File: src/rtl/rr_burst_arbiter.sv
// Round-robin burst arbiter: one requester at a time owns the shared sink for a
// whole burst of 1..MAX_BURST beats, and the winner's beats are passed straight through.
module rr_burst_arbiter #(
  parameter int NUM_REQ    = 4,
  parameter int DATA_WIDTH = 8,
  parameter int MAX_BURST  = 8,
  localparam int LEN_WIDTH = $clog2(MAX_BURST + 1),
  localparam int ID_WIDTH  = $clog2(NUM_REQ)
) (
  input  logic                            clk,
  input  logic                            rst,
  input  logic [NUM_REQ-1:0]              req_valid,
  input  logic [NUM_REQ*LEN_WIDTH-1:0]    req_len,
  input  logic [NUM_REQ*DATA_WIDTH-1:0]   req_data,
  output logic [NUM_REQ-1:0]              req_ready,
  output logic                            out_valid,
  output logic [DATA_WIDTH-1:0]           out_data,
  output logic                            out_last,
  output logic [ID_WIDTH-1:0]             out_id,
  input  logic                            out_ready,
  output logic                            busy
);

  localparam int IW1 = ID_WIDTH + 1;

  typedef enum logic {S_IDLE, S_BURST} state_t;

  state_t                r_state;
  logic [ID_WIDTH-1:0]   r_ptr;
  logic [ID_WIDTH-1:0]   r_grant;
  logic [LEN_WIDTH-1:0]  r_remaining;

  logic                  w_found;
  logic [ID_WIDTH-1:0]   w_sel;
  logic [IW1-1:0]        w_idx;
  logic [LEN_WIDTH-1:0]  w_sel_len;
  logic [LEN_WIDTH-1:0]  w_eff_len;
  logic                  w_transfer;

  // Search upward from the pointer; the index is kept one bit wider so the wrap
  // works for any NUM_REQ, not only powers of two.
  always_comb begin
    w_found = 1'b0;
    w_sel   = '0;
    w_idx   = '0;
    for (int k = 0; k < NUM_REQ; k++) begin
      w_idx = {1'b0, r_ptr} + IW1'(k);
      if (w_idx >= IW1'(NUM_REQ)) w_idx = w_idx - IW1'(NUM_REQ);
      if (!w_found && req_valid[w_idx[ID_WIDTH-1:0]]) begin
        w_found = 1'b1;
        w_sel   = w_idx[ID_WIDTH-1:0];
      end
    end
  end

  assign w_sel_len = req_len[w_sel*LEN_WIDTH +: LEN_WIDTH];

  always_comb begin
    if (w_sel_len == '0)
      w_eff_len = LEN_WIDTH'(1);
    else if (w_sel_len > LEN_WIDTH'(MAX_BURST))
      w_eff_len = LEN_WIDTH'(MAX_BURST);
    else
      w_eff_len = w_sel_len;
  end

  // Handshake: a beat moves on any cycle where out_valid and out_ready are both
  // high; req_ready of the granted requester simply mirrors out_ready.
  assign w_transfer = (r_state == S_BURST) && req_valid[r_grant] && out_ready;

  always_ff @(posedge clk or posedge rst) begin
    if (rst) begin
      r_state     <= S_IDLE;
      r_ptr       <= '0;
      r_grant     <= '0;
      r_remaining <= '0;
    end else begin
      case (r_state)
        S_IDLE: begin
          if (w_found) begin
            r_grant     <= w_sel;
            r_remaining <= w_eff_len;
            r_ptr       <= (w_sel == ID_WIDTH'(NUM_REQ - 1)) ? '0 : w_sel + 1'b1;
            r_state     <= S_BURST;
          end
        end
        S_BURST: begin
          if (w_transfer) begin
            r_remaining <= r_remaining - 1'b1;
            if (r_remaining == LEN_WIDTH'(1)) r_state <= S_IDLE;
          end
        end
        default: r_state <= S_IDLE;
      endcase
    end
  end

  assign out_id = r_grant;

  always_comb begin
    req_ready = '0;
    out_valid = 1'b0;
    out_data  = '0;
    out_last  = 1'b0;
    busy      = 1'b0;
    if (r_state == S_BURST) begin
      out_valid          = req_valid[r_grant];
      out_data           = req_data[r_grant*DATA_WIDTH +: DATA_WIDTH];
      out_last           = (r_remaining == LEN_WIDTH'(1));
      req_ready[r_grant] = out_ready;
      busy               = 1'b1;
    end
  end

endmodule

File: config.mk
export PLATFORM = sky130hd
export DESIGN_NAME = rr_burst_arbiter
export DESIGN_NICKNAME = d
export VERILOG_FILES = /design/src/rtl/rr_burst_arbiter.sv
export SDC_FILE = /design/constraint.sdc
export NUM_CORES = 1
export LEC_CHECK = 0
export BUFFER_PORTS_ARGS = -buffer_cell sky130_fd_sc_hd__clkbuf_2
export CORE_ASPECT_RATIO = 1.2
export CORE_MARGIN = 8
export CORE_UTILIZATION = 38
export CTS_CLUSTER_DIAMETER = 60
export CTS_CLUSTER_SIZE = 12
export DETAILED_ROUTE_END_ITERATION = 12
export MAX_ROUTING_LAYER = met4
export PLACE_DENSITY = 0.77
export SLEW_MARGIN = 5
export SYNTH_ARGS = -nofsm -noshare
export SYNTH_HDL_FRONTEND = slang
export SYNTH_SLANG_ARGS = --single-unit
File: constraint.sdc
create_clock -name clk -period 1.6 [get_ports clk]
set_input_delay 0.24 -clock clk [delete_from_list [all_inputs] [get_ports clk]]
set_output_delay 0.24 -clock clk [all_outputs]
set_load 0.01 [all_outputs]
==> results of run 1 <==
## metal layers
| layer | up-vias | part of all wire, % | GRT usage [%] |
|---|---|---|---|
| met5 | - | 0 | - |
| met4 | 0 | 0.63 | 4.85 |
| met3 | 4 | 11 | 5.36 |
| met2 | 71 | 49 | 29.2 |
| met1 | 642 | 40 | 17.8 |
| li1 | 666 | - | - |
## registers in the layout, indices dropped and copies added, names as in the netlist
signal and count:
r_state 1, out_id 2, r_ptr 2, r_remaining 4
## Yosys cell counts, types with 2 or more instances
cell       n
a211o_2    2
a21o_1     3
a21oi_1    7
and2_1     9
and3_1     4
clkbuf_1   2
dfrtp_1    9
ha_1       2
inv_1      7
mux4_2     9
nand2_1    5
nand2b_1   2
nand3_1   12
nor2_1     7
nor2b_1    3
nor3_1     3
o21ai_0   13
## stage by stage
stage / utilization (%) / area (µm²)
global route: 68.1 / 1880
finish: 68.1 / 1880
global placement: 61.4 / 1690
detailed placement: 61.4 / 1690
CTS: 65.5 / 1810
floorplan: - / 1160
## what timing repair did
action	4_1_cts	5_1_grt
cloned	0	0
hold endpoints to repair	9	0
resized for setup	15	15
pin swaps	5	5
setup buffers	2	1
hold buffers	1	0
endpoints found under the setup margin	15	19
## logic make-up (layout without fill, tap and decap cells)
logic type / Yosys count / in the layout / synth area share [%]
mux: 10 / 10 / 19.6
compound gates: 39 / 39 / 26.5
fa+ha+maj: 2 / 2 / 2.29
flops: 9 / 9 / 20.6
buf+inv: 11 / 107 / 3.89
simple gates: 51 / 51 / 26.3
xor+xnor: 1 / 1 / 0.801
## area by class of cell
| type | count | share of cell area [%] |
|---|---|---|
| timing repair buffer | 96 | 30.3 |
| tap | 34 | 2.27 |
| clock buffer | 4 | 1.40 |
| sequential | 9 | 12.3 |
| multi-input combinational | 103 | 52.4 |
| inverter | 7 | 1.40 |
## power by group through the flow
| stage | Sequential (W) | Clock [W] | Combinational (W) |
|---|---|---|---|
| finish | 0.000463 | 0.000179 | 0.00215 |
| global route | 0.000484 | 0.000191 | 0.00234 |
| CTS | 0.000450 | 0.000182 | 0.00202 |
| detailed placement | 0.000431 | 0 | 0.00188 |
| global placement | 0.000429 | 0 | 0.00182 |
| floorplan | 0.000453 | 0 | 0.00118 |
## worst register-to-register path, stage by stage (launching register included)
cell,delay (ns)
dfrtp_1,0.41
nor2b_4,0.07
a21o_1,0.19
a211o_4,0.38
and3_4,0.17
or2_1,0.23
o31ai_2,0.20
## path summary, 6_finish.rpt
kind | start | endpoint | cells after the start
worst min-delay path | req_len[12] | r_remaining[0] | 5
worst max register to register | r_ptr[0] | r_remaining[2] | 6
max in group asynchronous | rst | out_id[0] | 3
min in group asynchronous | rst | r_remaining[2] | 3
worst min register to register | r_ptr[0] | r_ptr[0] | 2
worst max-delay path | out_id[0] | out_data[2] | 4
==> impl_metrics.toml, run 1 <==
[status]
outcome = "finished, violations left"
violations = "setup timing"

[power_and_ir_drop]
swShare_pct = 43.3
p_int_w = 0.00158
pwr_density_cell_nw_per_um2 = 1480
ir_worst_vdd_mv = 0.928
p_sw_w = 0.00121
combPwrFrac_pct = 77.0
power_frac_seq_pct = 16.6
pwr-share-clk_pct = 6.4
p_leak_nw = 0.903
p_total_w = 0.00279

[setup_path]
cp_cell_sequence = "buf_12, mux4_2, and2_4, clkbuf_2"
crit_type = "reg -> out"
slowest_stage = "mux4_2"
critPathArrivalTime_ns = 1.60
critPathLaunchType = "flip-flop"
cp-end-kind = "output port"
path_delay_family = "multiplexers"
ff2ff_setup_slack_ns = -0.11
worstPathRequired_ns = 1.36
crit_fanout = 11
path_buf_inv = 2
critPathMaxStageDelay_ns = 0.50

[sta]
hold_ws_ns = 0.411
slew_headroom_pct = 71.0
tightestPinTransition_ns = 0.433
fin_ws_ns = -0.239
clock_skew_ns = 0.00719
setup_viol = 14
max_clock_freq_ghz = 0.544
min_period_ns = 1.84
period_share_pct = 115
slew_violations = 0
rsz0062_at_grt = "true"
final_hold_viol_count = 0
setup_tns_ns = -2.40

[place]
place_inst = 245
place_hpwl_um = 3360
gp_congestion = 0.913
port-buffer-count = 71
dp_worst_setup_slack_ns = -0.196

[yosys]
yosys_warnings = 0
async_flop_share_pct = 100
synth_flop_cell = "dfrtp_1"
synth_top_cell_by_area = "dfrtp_1"
syn_inst = 123
synth-seq-cells = 9
ys_seq_area_share_pct = 20.6
synth.net_count = 180
netlist_top_cells_area = "dfrtp_1 (21%), mux4_2 (19%), o21ai_0 (5.9%)"
ys_types = 41
synth_area_um2 = 1090
synth-edff-count = 0
avgSynthCellArea_um2 = 8.89
synth_top_area_share_pct = 20.6

[drt]
first_pass_iters = 6
first_iter_violations = 53
wl_um = 3960
wl_per_cell_um = 15.7
vias = 1383
ant_nets = 0
drc = 0
via_per_inst = 5.47

[cts]
root_buffer = "clkbuf_4"
clk_pin_slew_ns = 0.06
tritoncts = "done"
htree_levels = 1
tritoncts.num_buffers = 3
clk_latency_ns = 0.27
cts_sinks = 9
cts_buffer_depth = 2

[floorplanning]
io_pins = 72
core_region_area_um2 = 2760
std_cell_rows = 21
die-area_um2 = 4860
die_x_um = 65.0
initial_core_util_pct = 39.6
die_h_um = 74.8

[global_routing]
grt_max_degree = 13
grt_pass1_wl_um = 6460
grt_pass1_vias = 1503
grt_overflow = 0
antenna_found_initial = 0
grt_usage_pct = 16.7

[final_layout]
nets = 277
n_antenna_cell = 0
layout.area.seq_um2 = 230
layout_common_cells = "clkbuf_2 (70), buf_4 (20), nand3_1 (11)"
multi_input_area_um2 = 983
layout_commonest_cell = "clkbuf_2"
final_layout_size_suffix_gt1_share_pct = 64.8
fillCellCount = 226
syn2layout_area_growth_pct = 71.7
fin_cells = 253

[min_path]
hp-class = "in -> reg"

[flow_run]
drv_cap = 0
(Power assumes the default switching activity.)
==> inputs of run 2 (changes only) <==
--- a/config.mk
+++ b/config.mk
@@ -6,8 +6,9 @@
 export NUM_CORES = 1
 export LEC_CHECK = 0
 export BUFFER_PORTS_ARGS = -buffer_cell sky130_fd_sc_hd__clkbuf_2
+export CAP_MARGIN = 20
 export CORE_ASPECT_RATIO = 1.2
-export CORE_MARGIN = 8
+export CORE_MARGIN = 2
 export CORE_UTILIZATION = 38
 export CTS_CLUSTER_DIAMETER = 60
 export CTS_CLUSTER_SIZE = 12
==> run 2 against run 1 <==
  * The flow still finishes with violations (setup timing)
  * Routed wire length barely moved
  * Critical path depth did not move
  * Sequential share of layout area fell by 0.76 points
  * Final cell count rose by 1.6%
  * Sequential power rose by 2%
  * Final area rose by 6.0%
  * First-iteration DRC count fell by 38%
  * Utilization rose by 4.1 points
  * Global-route usage rose by 7.4 points
  * Register-to-register slack got worse by 0.07 ns
  * Non-clock buffer count rose by 4
  * Via count rose by 0.65%
  * Largest cell class unchanged
==> impl_metrics.toml, run 2 (synthesis results as in run 1) <==
[final_layout]
layout_common_cells = "clkbuf_2 (59), buf_4 (20), buf_6 (12)"
largest_reg_flops = 4
top_register = "r_remaining"
fillCellCount = 223
final_core_util_pct = 72.2
nets = 281
n_antenna_cell = 0
syn2layout_area_growth_pct = 82.0
final_layout_size_suffix_gt1_share_pct = 68.2
layout_commonest_cell = "clkbuf_2"

[sta]
fin_ws_ns = -0.267
tightestPinTransition_ns = 0.369
slew_violations = 0
setup_viol = 14
max_clock_freq_ghz = 0.536
hold_ws_ns = 0.413
slew_headroom_pct = 75.3
clock_skew_ns = 0.00337
period_share_pct = 117
rsz0062_at_grt = "true"
min_period_ns = 1.87
final_hold_viol_count = 0

[power_and_ir_drop]
ir_worst_vdd_mv = 0.958
p_total_w = 0.00312
p_leak_nw = 0.962
pwr_density_cell_nw_per_um2 = 1570

[place]
port-buffer-count = 71
place_hpwl_um = 3010
gp_congestion = 0.946

[global_routing]
antenna_found_initial = 0
grt_max_degree = 14
grt_usage_pct = 24.1
grt_overflow = 0
grt_pass1_wl_um = 5930
grt_pass1_vias = 1388

[flow_run]
drv_cap = 0

[setup_path]
crit_path_start = "out_id[0]"
cp_common_cell = "buf_6"
ff2ff_path_depth = 6
worstReg2RegEnd = "r_remaining[1]"
critPathArrivalTime_ns = 1.63
cp-end-kind = "output port"
crit_type = "reg -> out"
crit_fanout = 3
critPathMaxStageDelay_ns = 0.53
path_buf_inv = 2
ff2ff_setup_slack_ns = -0.18
worstPathRequired_ns = 1.36
worstReg2RegStart = "out_id[0]"
slowest_stage = "mux4_2"
cp_cell_sequence = "buf_6, mux4_2, and2_4, buf_6"
critPathLaunchType = "flip-flop"
path_delay_family = "multiplexers"

[drt]
wl_per_cell_um = 15.4
first_iter_violations = 33
drc = 0
vias = 1392
ant_nets = 0
via_per_inst = 5.42
wl_um = 3960
first_pass_iters = 4

[floorplanning]
initial_core_util_pct = 39.6
io_pins = 72
std_cell_rows = 21
die-area_um2 = 3320
die_h_um = 62.8
die_x_um = 53.0
core_region_area_um2 = 2760

[cts]
htree_levels = 1
cts_sinks = 9
clk_latency_ns = 0.27
tritoncts.num_buffers = 3
tritoncts = "done"
root_buffer = "clkbuf_4"
clk_pin_slew_ns = 0.07
cts_buffer_depth = 2

[status]
outcome = "finished, violations left"
violations = "setup timing"

[min_path]
hp-class = "in -> reg"
whs_path_depth = 4
worstHoldStart = "req_len[15]"
min_to = "r_remaining[2]"
[run 2: cell count changes in the layout (fill, tap and decap cells not counted), sizes merged]
cell and delta:
buf +14, clkbuf -10
[run 2: worst max-delay path by stage]
stage	end	slack, ns	cells past startpoint
floorplan	r_remaining[2]	-0.03	6
global placement	r_remaining[3]	-0.13	7
detailed placement	r_remaining[0]	-0.20	7
CTS	out_data[2]	-0.28	4
global route	out_data[4]	-0.31	4
finish	out_valid	-0.27	4
[run 2: cell type report]
cell class              count  area, µm²  share of cell area [%]
clock buffers               4       26.3                    1.32
well taps                  34       42.5                    2.14
flip-flops and latches      9        229                    11.5
repair buffers            100        681                    34.2
inverters                   7       26.3                    1.32
multi-input cells         103        986                    49.5
[run 2: metal layers]
metal | share of wire [%] | up-vias | GRT usage, %
met3 | 8.2 | 6 | 4.55
met1 | 35 | 642 | 25.0
met4 | 1.3 | 0 | 8.33
met2 | 55 | 72 | 43.8
li1 | - | 672 | -
met5 | 0 | - | -
[run 2: repair_timing]
item                       4_1_cts  5_1_grt
setup endpoints to repair       16       16
setup buffers                    1        8
hold buffers                     1        0
hold endpoints to repair         9        0
resized for setup               21       33
pin swaps                        8       15
cloned                           0        1
[run 2: report_power, final]
group | leakage [nW] | switching (W) | internal, W
clock | 0.0150 | 0.0000882 | 0.0000966
combinational | 0.843 | 0.00105 | 0.00141
sequential | 0.104 | 0.000140 | 0.000330
total | 0.962 | 0.00128 | 0.00184
[run 2: through the flow]
stage                     instances  setup WS, ns  setup TNS, ns  instance area [µm²]
after floorplan                 123       -0.0294        -0.0934                 1160
after global placement          242        -0.130         -0.746                 1670
after detailed placement        242        -0.203          -1.20                 1670
after CTS                       248        -0.279          -2.75                 1810
after global routing            257        -0.313          -3.82                 1990
final                           257        -0.267          -3.02                 1990
[run 2: worst register-to-register path: stages (launching register included)]
cell and delay [ns]:
dfrtp_2 0.43, buf_6 0.12, mux4_2 0.53, nand3_2 0.14
nor2b_4 0.20, o31ai_1 0.09, a21o_1 0.16
